## config.mk

```make
export PLATFORM = sky130hd
export DESIGN_NAME = xy_lane_dispatch
export DESIGN_NICKNAME = d
export VERILOG_FILES = /design/src/rtl/xy_lane_dispatch.sv
export SDC_FILE = /design/constraint.sdc
export NUM_CORES = 1
export LEC_CHECK = 0
export CAP_MARGIN = 20
export CORE_ASPECT_RATIO = 1.5
export CORE_MARGIN = 2
export CORE_UTILIZATION = 27
export CTS_CLUSTER_SIZE = 24
export DETAILED_ROUTE_END_ITERATION = 6
export PLACE_DENSITY_LB_ADDON = 0.3
export SYNTH_ARGS = -nofsm -noshare
export SYNTH_HDL_FRONTEND = slang
export SYNTH_SLANG_ARGS = --single-unit
```

## constraint.sdc

```tcl
create_clock -name clk_in -period 8.3 [get_ports clk_in]
set_clock_uncertainty 0.2 [all_clocks]
set_input_delay 1.66 -clock clk_in [delete_from_list [all_inputs] [get_ports clk_in]]
set_output_delay 1.66 -clock clk_in [all_outputs]
set_load 0.02 [all_outputs]
```

## src/rtl/xy_lane_dispatch.sv

```systemverilog
// xy_lane_dispatch: round-robin fan-out of x/y pairs to four lanes, each with a
// one-entry output register. A lane-order FIFO records the dispatch order so a
// downstream 4:1 select can recombine results in arrival order.
module xy_lane_dispatch #(
    parameter int unsigned W           = 19,
    parameter int unsigned ORDER_DEPTH = 8
) (
    input  logic         clk_in,
    input  logic         rst_in,
    input  logic [W-1:0] x_in,
    input  logic [W-1:0] y_in,
    input  logic         valid_in,
    output logic         ready_out,
    output logic [W-1:0] x0_out,
    output logic [W-1:0] x1_out,
    output logic [W-1:0] x2_out,
    output logic [W-1:0] x3_out,
    output logic [W-1:0] y0_out,
    output logic [W-1:0] y1_out,
    output logic [W-1:0] y2_out,
    output logic [W-1:0] y3_out,
    output logic         valid0_out,
    output logic         valid1_out,
    output logic         valid2_out,
    output logic         valid3_out,
    input  logic         ready0_in,
    input  logic         ready1_in,
    input  logic         ready2_in,
    input  logic         ready3_in,
    output logic [1:0]   sel_out,
    output logic         sel_valid_out,
    input  logic         sel_ready_in
);

    localparam int unsigned AW = $clog2(ORDER_DEPTH);
    localparam int unsigned CW = AW + 1;

    logic [1:0]    ptr;
    logic [3:0]    full;
    logic [3:0]    lane_rdy;
    logic [W-1:0]  xr [4];
    logic [W-1:0]  yr [4];

    logic [1:0]    mem [ORDER_DEPTH];
    logic [AW-1:0] rd_ptr;
    logic [AW-1:0] wr_ptr;
    logic [AW-1:0] rd_next;
    logic [CW-1:0] count;
    logic [CW-1:0] count_next;
    logic [1:0]    sel_q;

    logic          accept;
    logic          pop;

    assign lane_rdy = {ready3_in, ready2_in, ready1_in, ready0_in};

    assign sel_valid_out = (count != '0);
    assign sel_out       = sel_q;
    assign pop           = sel_valid_out && sel_ready_in;

    // Stall on the pointed-to lane only (strict order); a pop frees a slot for a push.
    assign ready_out = (!full[ptr] || lane_rdy[ptr]) &&
                       ((count < CW'(ORDER_DEPTH)) || pop);
    assign accept    = valid_in && ready_out;

    assign x0_out = xr[0];
    assign x1_out = xr[1];
    assign x2_out = xr[2];
    assign x3_out = xr[3];
    assign y0_out = yr[0];
    assign y1_out = yr[1];
    assign y2_out = yr[2];
    assign y3_out = yr[3];
    assign valid0_out = full[0];
    assign valid1_out = full[1];
    assign valid2_out = full[2];
    assign valid3_out = full[3];

    // Next read pointer and occupancy of the order FIFO.
    always_comb begin
        rd_next    = pop ? rd_ptr + AW'(1) : rd_ptr;
        count_next = count;
        case ({accept, pop})
            2'b10:   count_next = count + CW'(1);
            2'b01:   count_next = count - CW'(1);
            default: count_next = count;
        endcase
    end

    // Lane registers: load on dispatch to this lane, clear full flag on drain.
    always_ff @(posedge clk_in) begin
        if (rst_in) begin
            full <= '0;
            for (int unsigned k = 0; k < 4; k++) begin
                xr[k] <= '0;
                yr[k] <= '0;
            end
        end else begin
            for (int unsigned k = 0; k < 4; k++) begin
                if (accept && ptr == 2'(k)) begin
                    full[k] <= 1'b1;
                    xr[k]   <= x_in;
                    yr[k]   <= y_in;
                end else if (full[k] && lane_rdy[k]) begin
                    full[k] <= 1'b0;
                end
            end
        end
    end

    // Order FIFO storage; contents are don't-care while not counted.
    always_ff @(posedge clk_in) begin
        if (!rst_in && accept) begin
            mem[wr_ptr] <= ptr;
        end
    end

    // Round-robin pointer, FIFO pointers/count and registered head.
    // The head register is loaded with the entry that will be at the front after
    // this edge, bypassing the write when that entry is the one being pushed, so
    // sel_out holds its last value once the FIFO empties.
    always_ff @(posedge clk_in) begin
        if (rst_in) begin
            ptr    <= '0;
            rd_ptr <= '0;
            wr_ptr <= '0;
            count  <= '0;
            sel_q  <= '0;
        end else begin
            if (accept) begin
                ptr    <= ptr + 2'd1;
                wr_ptr <= wr_ptr + AW'(1);
            end
            rd_ptr <= rd_next;
            count  <= count_next;
            if (count_next != '0) begin
                sel_q <= (accept && wr_ptr == rd_next) ? ptr : mem[rd_next];
            end
        end
    end

endmodule

```

== Word-level counts from Yosys, hierarchy flattened ==
Memories as Yosys holds them, arrays and structs flattened. A register that Yosys moved wholly into a read port is not among the register bits.
Cells that the tools add are included.

* Register bits after elaboration: 16
* Word-level logic and storage cells: 92
* Memories: 3
* Input port bits: 46
* RAM bits: 168
* Output and inout port bits: 160

{| class="wikitable"
|+ Memory list
! name !! depth !! width !! read ports !! clocked after Yosys merged registers in !! wr ports !! line !! text
|-
| xr || 4 || 19 || 4 || 0 || 4 || 41 || <nowiki>logic [W-1:0] xr [4];</nowiki>
|-
| yr || 4 || 19 || 4 || 0 || 4 || 42 || <nowiki>logic [W-1:0] yr [4];</nowiki>
|-
| mem || 8 || 2 || 1 || 1 || 1 || 44 || <nowiki>logic [1:0] mem [ORDER_DEPTH];</nowiki>
|}

* Equal/unequal tests: 5
* Bitwise logic cells: 8
* $lt $le $gt $ge: 2
* $add $sub $neg: 5
* Reduce and logical (&&, ||, !) cells: 23
* Multiplexer cells: 38

{| class="wikitable"
|+ Operator list
! operator !! number
|-
| $mux W19 || 8
|-
| $mux W1 || 26
|-
| $logic_and A1 B1 Y1 || 12
|-
| $or A1 B1 Y1 || 8
|-
| $pmux W4 S2 || 1
|-
| $reduce_bool A2 Y1 || 4
|-
| $reduce_bool A4 Y1 || 2
|-
| $add A3 B1 Y3 const B || 2
|-
| $eq A2 B2 Y1 const B || 3
|-
| $add A4 B1 Y4 const B || 1
|-
| $bmux W1 S2 || 2
|-
| $eq A2 B1 Y1 const B || 2
|-
| $lt A4 B4 Y1 const B || 1
|-
| $sub A4 B1 Y4 const B || 1
|-
| $lt A2 B3 Y1 const B || 1
|-
| $mux W3 || 1
|-
| $add A2 B1 Y2 const B || 1
|-
| $logic_not A1 Y1 || 2
|-
| $logic_not A2 Y1 || 1
|-
| $logic_or A1 B1 Y1 || 2
|}

== Logic depth before layout (Yosys ltp) ==
Gate-level depths: netlist of the first run.

* Word-level depth: 11
* Gate-level depth with buffers: 13
* Mapped depth without buffers: 13

== Worst setup path after synthesis of the first run ==
OpenSTA, ideal clock, no wires.

* Path type: input to register
* Start point: input port ready0_in
* End point: register sel_q[1] (netlist: sel_out[1]), read port of mem
* Required time: 8.012 ns
* Data arrival time: 4.301 ns
* Path slack: 3.710 ns
* Stages: 12
* Path buffers: 0
* Setup time: 0.088 ns
* Path through: or3b_2 -> a21oi_1 -> nor3b_2 -> inv_1 -> ha_1 -> ha_1 -> a21o_2 -> a21oi_1 -> mux2_2 -> mux2i_1 -> nor2_1 -> a311oi_2

* Longest elaborated chain between the ends: 8
* Elaborated cells between the ends (all ways): 9
* Classes of those cells: 2 x eq/ne; 3 x mux; 4 x reduce/logical

{| class="wikitable"
|+ RTL lines
! element !! line !! text
|-
| start, declared || 26 || <nowiki>input logic ready0_in,</nowiki>
|-
| $bmux W1 S2 (*) || 62 || <nowiki>assign ready_out = (!full[ptr] || lane_rdy[ptr]) &&</nowiki>
|-
| $mux W1 (not written as such) (*) || 62 ||
|-
| $logic_or A1 B1 Y1 (*) || 62 ||
|-
| $logic_and A1 B1 Y1 (*) || 62 ||
|-
| $logic_and A1 B1 Y1 (*) || 64 || <nowiki>assign accept = valid_in && ready_out;</nowiki>
|-
| $eq A2 B1 Y1 or $eq A2 B2 Y1 (tied branches) || 83 || <nowiki>case ({accept, pop})</nowiki>
|-
| $pmux W4 S2 (*) || 83 ||
|-
| $reduce_bool A4 Y1 (*) || 136 || <nowiki>if (count_next != '0) begin</nowiki>
|-
| end, declared || 50 || <nowiki>logic [1:0] sel_q;</nowiki>
|}

Mark *: on every way between the ends. The rest lies on a longest branch, timed or not. The select of a mux whose other input is x is not followed.
A chain may end at the register's enable or synchronous reset.

== Worst setup path after layout of the first run ==
* Start point: input port ready0_in
* End point: output port ready_out

* Longest elaborated chain between the ends: 4

{| class="wikitable"
|+ RTL lines
! element !! line !! text
|-
| $bmux W1 S2 || 62 ||
|-
| $mux W1 (not written as such) || 62 ||
|-
| $logic_or A1 B1 Y1 || 62 ||
|-
| $logic_and A1 B1 Y1 || 62 ||
|-
| end, declared || 13 || <nowiki>output logic ready_out,</nowiki>
|}

No other way between the ends. The select of a mux whose other input is x is not followed.

==> metrics.sh, run 1 <==
WORSTPATHCELLLIST='clkdlybuf4s50_1 > or3b_2 > a21oi_1 > nor2_1 > clkdlybuf4s50_1'
CTS_HOLD_BUF=0
POWER_DENSITY_nW_PER_UM2=259
FLOORPLAN.INITIALDENSITY_PCT=27.2
SYNTH_ENABLE_FLOP_CELLS=168
SLEW_HEADROOM_PCT=36.3
FIRST_GLOBAL_VIAS=5107
DIE_W_UM=141
CRIT_TYPE='in -> out'
VDD_IR_DROP_MAX_mV=0.149
MAXIMUM_COUNT_OF_CLOCK_BUFFERS_ALONG_A_SINGLE_PATH=2
GRT_ANTENNA_BEFORE_REPAIR=2
REG2REG_SETUP_SLACK_PS=4120
TRITONCTS='built'
PORT_BUFFERS=205
GRT_START_MAX_NET_PINS=85
MIN_TO='full[2]'
GRT_FIRST_PASS_WIRELENGTH_UM=31200
FINAL_MIN_PERIOD_PS=5380
ROOT_BUFFER='sky130_fd_sc_hd__clkbuf_16'
STARTPOINT_CLASS_OF_THE_CRITICAL_PATH='input port'
PLACER_S_FINAL_ROUTABILITY_CONGESTION_ESTIMATE=0.732
ANTENNADIODECOUNT=0
MAX_STAGE_DELAY_PS=570
DRIVE_ABOVE_1_SHARE_PCT=9.19
SYNTH.DISTINCT_CELLS=45
SETUP_REPAIR_AFTER_GLOBAL_ROUTING_MISSED_ITS_MARGIN='no'
CLKSINKCOUNT=186
TIMING.FMAX_MHz=186
SYNTHCELLS=503
FINALSETUPVIOLATIONS=0
ROUTED_WIRELENGTH_UM=21000
NUMBER_OF_I_O_PINS=206
SETUP_TOTAL_NEGATIVE_SLACK_PS=0
FILL_CELLS=2677
CRITICAL_PATH.MOST_COMMON_CELL='sky130_fd_sc_hd__clkdlybuf4s50_1'
YS_ASYNC_SR_FRACTION_PCT=0
DETAILEDROUTE.FIRSTITERATIONVIOLATIONS=289
PLACEMENT_ROWS=75
DOMINANT_REGISTER_CELL_IN_THE_SYNTHESIZED_NETLIST='sky130_fd_sc_hd__edfxtp_1'
YOSYSWARNINGS=0
ANT_NETS=0
AREA.GROWTH.SYNTH_TO_FINAL_PCT=40.1
POST_CTS_RESIZED=0
YOSYSSEQAREASHARE_PCT=71.5
CTSHTREEMAXLEVEL=4
SYNTH_SEQ_CELLS=186
CRIT_PATH_TOP_DELAY_CELL='sky130_fd_sc_hd__clkdlybuf4s50_1'
VIA_PER_INST=4.67
DRT-WIRELENGTH-PER-CELL_UM=20.0
CTS-BUFFERS-INSERTED=17
GRT_UTIL_ALL_LAYERS_PCT=14.3
HOLD_PATH_STARTPOINT='full[2]'
DRT_DRC_VIOLATIONS_LEFT=0
FINALMAXSLEWVIOLATIONS=0
FINAL-HOLD-VIOLATION-COUNT=0
DIE_AREA_UM2=29400
DR_TOTAL_VIAS=4913
DIEHEIGHT_UM=209
POST-ROUTE-PERIOD-UTIL_PCT=64.8
CRIT_REG_REG_STARTPOINT='ptr[0]'
WORST-SLEW-PIN-TRANSITION_PS=955
STATUS='complete, no violations'
CLOCK_INSERTION_DELAY_WORST_SKEW_PS=440
SETUP.WORST_PATH.END_CLASS='output pin'
CRIT_PATH_MAX_FANOUT=3
MAXIMUM_CAPACITANCE_VIOLATIONS=0
CRIT_ARRIVAL_PS=3520
WORST_HOLD_SLACK_PS=328
SYN_AREA_PER_CELL_UM2=15.0
DR.PASS1.ITERS=4
CTS.REPORTEDPATHS.CLKPINSLEW_PS=70
P_LEAK_nW=4.29
POST_SYN_NETS=559
HP-CLASS='reg -> reg'
DETAILED_PLACE_HPWL_UM=13500
WORST_HOLD_PATH.NUM_CELLS=2
GLOBAL_ROUTE.OVERFLOW_TOTAL=0
NETLIST_AREA_BEFORE_PLACEMENT_UM2=7560
FINALNETCOUNT=750
TIMING.RR.END='sel_out[0]'
WORSTPATHREQUIRED_PS=6440
CORE_AREA_UM2=27800
POST_CTS_SETUP_BUFFER_COUNT=0
TIMING.REG2REG.WORST_PATH_DEPTH=12
sequential cells by signal, indices dropped and copies added, names as in the netlist:
name and count:
count 4, full 4, mem 16, ptr 2, rd_ptr 3, sel_out 2, wr_ptr 3, xr 76
yr 76
critical path, delay by kind of cell:
family / cells / cell delay (ps)
buffers and inverters: 2 / 990
and+or+nand+nor: 2 / 560
AOI/OAI and AO/OA: 1 / 330
synth_stat cells (2+ instances only):
cell,count,area share [%]
sky130_fd_sc_hd__nand2_1,12,0.60
sky130_fd_sc_hd__clkbuf_1,36,1.8
sky130_fd_sc_hd__a31o_1,2,0.23
sky130_fd_sc_hd__nor4b_1,2,0.23
sky130_fd_sc_hd__nor2_1,16,0.79
sky130_fd_sc_hd__a21oi_1,6,0.40
sky130_fd_sc_hd__nor3b_1,6,0.60
sky130_fd_sc_hd__nand2b_1,3,0.25
sky130_fd_sc_hd__mux4_2,8,2.4
sky130_fd_sc_hd__nand3b_1,3,0.30
sky130_fd_sc_hd__ha_1,9,1.5
sky130_fd_sc_hd__dfxtp_1,18,4.8
sky130_fd_sc_hd__nor3b_2,2,0.33
sky130_fd_sc_hd__xor2_1,3,0.35
sky130_fd_sc_hd__nor3_1,4,0.26
sky130_fd_sc_hd__nand3_1,2,0.13
sky130_fd_sc_hd__a31oi_1,3,0.25
sky130_fd_sc_hd__and3_2,2,0.20
sky130_fd_sc_hd__buf_1,2,0.099
sky130_fd_sc_hd__a21o_1,7,0.69
sky130_fd_sc_hd__edfxtp_1,168,67
sky130_fd_sc_hd__inv_1,7,0.35
sky130_fd_sc_hd__xnor2_1,7,0.81
sky130_fd_sc_hd__nor2b_1,3,0.25
sky130_fd_sc_hd__and3_1,152,13
cells in the final DEF, fill, tap and decap left out, drive strengths merged, types with 6 or more instances in the layout:
master and instances:
edfxtp 168, dfxtp 18, mux4 8, xnor2 8
nand2 12, nor3b 8, a21oi 6, and3 154
a21o 8, clkinv 6, ha 9, nor2 16
inv 11, buf 7, clkbuf 17, clkdlybuf4s50 205
cell type report:
type / instances / area [um^2] / share of cell area, %
Inverter: 8 / 32.5 / 0.307
Clock inverter: 15 / 173 / 1.63
Multi-Input combinational cell: 269 / 1990 / 18.7
Tap cell: 346 / 433 / 4.08
Timing Repair Buffer: 212 / 2140 / 20.2
Sequential cell: 186 / 5410 / 51.0
Clock buffer: 17 / 425 / 4.01
where the power goes:
group          total, W  switching (W)  internal, W
sequential      0.00121      0.0000702      0.00114
combinational  0.000695       0.000401     0.000294
clock          0.000837       0.000363     0.000474
total           0.00275       0.000834      0.00191
worst max path at each step:
stage | from | cells past startpoint | endpoint | slack (ps)
2_1_floorplan | ready0_in | 12 | sel_out[1] | 3710
3_3_place_gp | sel_ready_in | 13 | sel_out[1] | 2810
3_5_place_dp | sel_ready_in | 13 | sel_out[0] | 2700
4_1_cts | ready0_in | 5 | ready_out | 2930
5_1_grt | ready0_in | 5 | ready_out | 2820
6_report | ready0_in | 5 | ready_out | 2920
per-stage QoR:
stage / util, % / instances / total power, W / area (um^2) / setup WS [ps]
2_1_floorplan: - / 503 / 0.00161 / 7560 / 3710
3_3_place_gp: 35.8 / 1018 / 0.00192 / 9940 / 2810
3_5_place_dp: 35.9 / 1019 / 0.00194 / 9960 / 2700
4_1_cts: 38.0 / 1051 / 0.00278 / 10600 / 2930
5_1_grt: 38.2 / 1053 / 0.00286 / 10600 / 2820
6_report: 38.2 / 1053 / 0.00275 / 10600 / 2920
kinds of logic (layout without fill, tap and decap cells):
kind of cell	count (synthesis)	count (layout)	share of synthesized area, %
simple gates	211	211	16.9
flops	186	186	71.5
buf+inv	48	252	2.48
compound gates	26	26	2.81
xor+xnor	12	12	1.87
fa+ha+maj	10	10	1.75
mux	10	10	2.66
per-layer routing:
metal,track usage [%],wire [um],vias up
met2,25.8,11300,151
met4,4.86,331,2
met5,0,13,-
met1,16.8,8500,2446
li1,-,-,2292
met3,2.96,901,22
Note: power is estimated with default switching activity, not from simulation.
==> run 2, diff against run 1 <==
clock period = 5.1 ns   (was 8.3 ns; I/O delays follow)
==> metrics.sh, run 2 (synthesis results as in run 1) <==
FLOORPLAN.INITIALDENSITY_PCT=27.2
DIE_W_UM=141
PLACEMENT.CELL_AREA_UM2=10000
TIMING.RR.END='sel_out[1]'
SLEW_HEADROOM_PCT=43.7
MAXIMUM_COUNT_OF_CLOCK_BUFFERS_ALONG_A_SINGLE_PATH=2
CRIT_REG_REG_STARTPOINT='ptr[0]'
NUMBER_OF_I_O_PINS=206
DETAILED_PLACE_HPWL_UM=13600
DRIVE_ABOVE_1_SHARE_PCT=9.41
ANTENNADIODECOUNT=0
GRT_FIRST_PASS_WIRELENGTH_UM=31300
VIA_PER_INST=4.67
WORSTPATHCELLLIST='clkdlybuf4s50_1 > or3b_2 > a21oi_1 > nor3b_2 > inv_1 > ha_1 > inv_1 > fa_1 > nor2b_1 > a32oi_1 > nor2b_1 > mux2i_1 > nor2_1 > a311oi_2'
DR_TOTAL_VIAS=4944
CTS.REPORTEDPATHS.CLKPINSLEW_PS=70
GLOBAL_ROUTE.OVERFLOW_TOTAL=0
POST_CTS_RESIZED=0
LAYOUT.CELL_AREA.NON_FILLER_UM2=10600
SETUP_TOTAL_NEGATIVE_SLACK_PS=0
CRIT_PATH_TOP_DELAY_CELL='sky130_fd_sc_hd__or3b_2'
FINAL-HOLD-VIOLATION-COUNT=0
FINAL_COMMON_CELL='sky130_fd_sc_hd__clkdlybuf4s50_1'
PORT_BUFFERS=205
FIRST_GLOBAL_VIAS=5053
ROUTED_WIRELENGTH_UM=20900
CLOCK_INSERTION_DELAY_WORST_SKEW_PS=440
GRT_UTIL_ALL_LAYERS_PCT=14.3
FILL_CELLS=2662
VDD_IR_DROP_MAX_mV=0.238
TIMING.FMAX_MHz=242
DR.PASS1.ITERS=4
AREA.GROWTH.SYNTH_TO_FINAL_PCT=40.3
PLACER_S_FINAL_ROUTABILITY_CONGESTION_ESTIMATE=0.762
FINALNETCOUNT=755
POWER_DENSITY_nW_PER_UM2=415
CORE_AREA_UM2=27800
STATUS='complete, no violations'
FINALSETUPVIOLATIONS=0
MAXIMUM_CAPACITANCE_VIOLATIONS=0
CP-STARTPOINT='ready0_in'
P_LEAK_nW=4.31
DRT_DRC_VIOLATIONS_LEFT=0
WORST-SLEW-PIN-TRANSITION_PS=844
GRT_ANTENNA_BEFORE_REPAIR=2
CRIT_PATH_MAX_FANOUT=4
ROOT_BUFFER='sky130_fd_sc_hd__clkbuf_16'
CRIT_TYPE='in -> reg'
WORSTPATHREQUIRED_PS=5250
REG_TOP3='xr (76), yr (76), mem (16)'
CTS_HOLD_BUF=0
MAX_STAGE_DELAY_PS=440
CRIT_ARRIVAL_PS=4280
DIEHEIGHT_UM=209
CTSHTREEMAXLEVEL=4
TIMING.REG2REG.WORST_PATH_DEPTH=13
REG2REG_SETUP_SLACK_PS=1340
POST_CTS_SETUP_BUFFER_COUNT=0
TRITONCTS='built'
ANT_NETS=0
SETUP_REPAIR_AFTER_GLOBAL_ROUTING_MISSED_ITS_MARGIN='no'
DRT-WIRELENGTH-PER-CELL_UM=19.8
STARTPOINT_CLASS_OF_THE_CRITICAL_PATH='input port'
FINAL_MIN_PERIOD_PS=4140
POST-ROUTE-PERIOD-UTIL_PCT=81.1
DETAILEDROUTE.FIRSTITERATIONVIOLATIONS=216
CLKSINKCOUNT=186
DIE_AREA_UM2=29400
SETUP.WORST_PATH.END_CLASS='flop'
PLACEMENT_ROWS=75
FINAL_CELL_MIX='sky130_fd_sc_hd__clkdlybuf4s50_1, sky130_fd_sc_hd__edfxtp_1, sky130_fd_sc_hd__and3_1, sky130_fd_sc_hd__clkbuf_16, sky130_fd_sc_hd__dfxtp_1'
WORST_SETUP_PATH_ENDPOINT='sel_out[1]'
FINALMAXSLEWVIOLATIONS=0
GRT_START_MAX_NET_PINS=94
HP-CLASS='reg -> reg'
CTS-BUFFERS-INSERTED=17
run 2: cell count changes in the layout (fill, tap and decap cells not counted), sizes merged:
cell,previous run,this run
clkinv,6,2
bufinv,3,0
clkinvlp,3,0
buf,7,12
clkbuf,17,27
run 2: worst max-delay path, delay by kind of cell:
family / cells / cell delay, ps
muxes: 1 / 300
buffers and inverters: 3 / 620
AOI/OAI and AO/OA: 3 / 840
and+or+nand+nor: 5 / 850
adders and majority gates: 2 / 650
run 2: cell type report:
cell class | count | area [um^2] | share of cell area (%)
clock inverters | 5 | 28.8 | 0.271
multi-input cells | 269 | 1990 | 18.7
well taps | 346 | 433 | 4.08
clock buffers | 27 | 537 | 5.06
flip-flops and latches | 186 | 5410 | 50.9
repair buffers | 217 | 2190 | 20.6
inverters | 8 | 32.5 | 0.307
run 2: per-layer routing:
layer | global-route usage [%] | wire [um]
met5 | 0 | 13
met4 | 4.97 | 428
met3 | 3.57 | 1020
met2 | 26.0 | 11200
met1 | 16.2 | 8240
run 2: worst min-delay path by stage:
stage | slack, ps | end | cells past startpoint | startpoint
after floorplan | 340 | count[2] | 2 | count[2]
after global placement | 300 | sel_out[0] | 2 | sel_out[0]
after detailed placement | 300 | sel_out[0] | 2 | sel_out[0]
after CTS | 320 | sel_out[0] | 2 | sel_out[0]
after global routing | 350 | full[2] | 2 | full[2]
final | 320 | sel_out[0] | 2 | sel_out[0]
run 2: where the power goes:
part | switching [W] | internal [W] | leakage [nW]
Sequential | 0.000109 | 0.00186 | 1.89
Combinational | 0.000653 | 0.000487 | 2.14
Clock | 0.000563 | 0.000726 | 0.282
run 2: per-stage QoR:
stage	instances	setup slack (ps)	power, W	hold WS (ps)	utilization [%]
2_1_floorplan	503	1150	0.00261	343	-
3_3_place_gp	1024	604	0.00314	301	36.0
3_5_place_dp	1024	524	0.00316	302	36.0
4_1_cts	1056	992	0.00446	315	38.0
5_1_grt	1058	733	0.00460	349	38.2
6_report	1058	963	0.00440	316	38.2
==> run 3, diff against run 2 <==
clock period = 3.6 ns   (was 5.1 ns; I/O delays follow)
==> metrics.sh, run 3 (synthesis results as in run 1) <==
DRIVE_ABOVE_1_SHARE_PCT=12.3
PLACEMENT_ROWS=75
NUMBER_OF_I_O_PINS=206
SETUP_REPAIR_AFTER_GLOBAL_ROUTING_MISSED_ITS_MARGIN='no'
FLOORPLAN.INITIALDENSITY_PCT=27.2
CRIT_PATH_MAX_FANOUT=4
TIMING.FMAX_MHz=290
CTSHTREEMAXLEVEL=4
GRT_ANTENNA_BEFORE_REPAIR=2
STATUS='complete, no violations'
FINAL_COMMON_CELL='sky130_fd_sc_hd__clkdlybuf4s50_1'
DRT_DRC_VIOLATIONS_LEFT=0
NUMBER_OF_CELLS_IN_THE_FINISHED_LAYOUT_APART_FROM_FILLERS=1073
DRT-WIRELENGTH-PER-CELL_UM=19.5
STARTPOINT_CLASS_OF_THE_CRITICAL_PATH='input port'
GRT_UTIL_ALL_LAYERS_PCT=14.4
DIE_AREA_UM2=29400
MAX_STAGE_DELAY_PS=430
MAXIMUM_CAPACITANCE_VIOLATIONS=0
TIMING.REG2REG.WORST_PATH_DEPTH=13
FINAL_CELL_MIX='sky130_fd_sc_hd__clkdlybuf4s50_1, sky130_fd_sc_hd__edfxtp_1, sky130_fd_sc_hd__and3_1, sky130_fd_sc_hd__buf_4, sky130_fd_sc_hd__dfxtp_1'
POST_CTS_SETUP_BUFFER_COUNT=0
CRIT_TYPE='in -> reg'
HOLD_PATH_STARTPOINT='ptr[1]'
WORSTPATHREQUIRED_PS=3740
POST-ROUTE-PERIOD-UTIL_PCT=95.9
ROUTED_WIRELENGTH_UM=21000
DETAILEDROUTE.FIRSTITERATIONVIOLATIONS=260
CRIT_ARRIVAL_PS=3590
WORSTPATHCELLLIST='clkdlybuf4s50_1 > or3b_4 > a21oi_4 > nor3b_2 > inv_1 > ha_2 > ha_1 > a21o_2 > a21oi_1 > mux2_2 > mux2i_4 > nor2_1 > a311oi_2'
DETAILED_PLACE_HPWL_UM=13800
DR.PASS1.ITERS=4
CTS.REPORTEDPATHS.CLKPINSLEW_PS=70
POWER_DENSITY_nW_PER_UM2=594
FIRST_GLOBAL_VIAS=5196
TRITONCTS='built'
DR_TOTAL_VIAS=4999
PLACER_S_FINAL_ROUTABILITY_CONGESTION_ESTIMATE=0.786
GLOBAL_ROUTE.OVERFLOW_TOTAL=0
P_LEAK_nW=4.38
VDD_IR_DROP_MAX_mV=0.343
SLEW_HEADROOM_PCT=55.6
FINAL-HOLD-VIOLATION-COUNT=0
TIMING.RR.END='sel_out[1]'
WORST-SLEW-PIN-TRANSITION_PS=666
DIE_W_UM=141
CRIT_PATH_TOP_DELAY_CELL='sky130_fd_sc_hd__clkdlybuf4s50_1'
GRT_FIRST_PASS_WIRELENGTH_UM=31500
FINAL_MIN_PERIOD_PS=3450
ROOT_BUFFER='sky130_fd_sc_hd__clkbuf_16'
WORST_HOLD_SLACK_PS=306
HP-CLASS='reg -> reg'
REPORT.POWER.TOTAL_W=0.00641
MAXIMUM_COUNT_OF_CLOCK_BUFFERS_ALONG_A_SINGLE_PATH=2
GRT_START_MAX_NET_PINS=83
AREA.GROWTH.SYNTH_TO_FINAL_PCT=42.7
VIA_PER_INST=4.66
REG_TOP3='xr (76), yr (76), mem (16)'
FINALNETCOUNT=770
FINALSETUPVIOLATIONS=0
SETUP.WORST_PATH.END_CLASS='flop'
PLACE.DETAILED.INSTANCES=1041
WORST_HOLD_PATH.NUM_CELLS=2
CRIT_REG_REG_STARTPOINT='ptr[0]'
ANT_NETS=0
TOTAL_AREA_OF_SEQUENTIAL_CELLS_UM2=5410
REG2REG_SETUP_SLACK_PS=470
CTS-BUFFERS-INSERTED=17
CORE_AREA_UM2=27800
CLKSINKCOUNT=186
PORT_BUFFERS=205
CLOCK_INSERTION_DELAY_WORST_SKEW_PS=440
FILL_CELLS=2622
MIN_TO='ptr[1]'
DIEHEIGHT_UM=209
FINALMAXSLEWVIOLATIONS=0
AREA_OF_THE_MULTI_INPUT_GATES_UM2=2030
run 3: cell count changes in the layout (fill, tap and decap cells not counted), sizes merged:
cell,delta
diode,+1
clkinvlp,+4
clkinv,+4
inv,-3
bufinv,+3
clkbuf,-9
buf,+15
run 3: worst max-delay path by stage:
| stage | start | endpoint | slack (ps) | cells past startpoint |
|---|---|---|---|---|
| after floorplan | ready3_in | sel_out[1] | 10 | 12 |
| after global placement | ready0_in | sel_out[1] | -440 | 13 |
| after detailed placement | ready0_in | sel_out[0] | -530 | 13 |
| after CTS | ready0_in | sel_out[0] | 10 | 13 |
| after global routing | ready0_in | sel_out[1] | 30 | 14 |
| final | ready0_in | sel_out[1] | 150 | 13 |
run 3: layout make-up:
cell class | count | share of cell area [%]
Antenna cell | 1 | 0.0232
Clock buffer | 18 | 3.98
Clock inverter | 13 | 1.43
Inverter | 8 | 0.301
Multi-Input combinational cell | 269 | 18.8
Sequential cell | 186 | 50.1
Tap cell | 346 | 4.01
Timing Repair Buffer | 232 | 21.4
run 3: repair_timing:
item	CTS	global route
gates cloned	0	0
setup endpoints to repair	2	2
resized for setup	2	6
hold buffers	0	0
pin swaps	0	3
run 3: per-stage QoR:
step	cell area (um^2)	utilization (%)	setup TNS [ps]	worst slack [ps]
6_report	10800	38.9	0	147
5_1_grt	10800	38.9	0	26.3
4_1_cts	10800	38.8	0	12.2
3_5_place_dp	10200	36.6	-1330	-532
3_3_place_gp	10200	36.6	-1100	-440
2_1_floorplan	7570	-	0	10.5
run 3: layer usage:
metal	track usage [%]	wire length (um)	up-vias
met1	15.8	7960	2461
met3	3.99	1190	30
met5	0	8	-
met4	5.52	490	2
li1	-	-	2331
met2	26.3	11300	175
run 3: worst max-delay path, delay by kind of cell:
| kind | cells | cell delay, ps |
|---|---|---|
| AND/OR/NAND/NOR | 3 | 530 |
| adder cells (fa/ha/maj) | 2 | 420 |
| multiplexers | 2 | 620 |
| buffers and inverters | 2 | 520 |
| AO/OA/AOI/OAI | 4 | 780 |
run 3: report_power, final:
part	switching [W]	internal (W)	total [W]	leakage, nW
Sequential	0.000126	0.00263	0.00276	1.89
Combinational	0.000992	0.000779	0.00177	2.23
Clock	0.000802	0.00108	0.00188	0.271
Total	0.00192	0.00449	0.00641	4.38
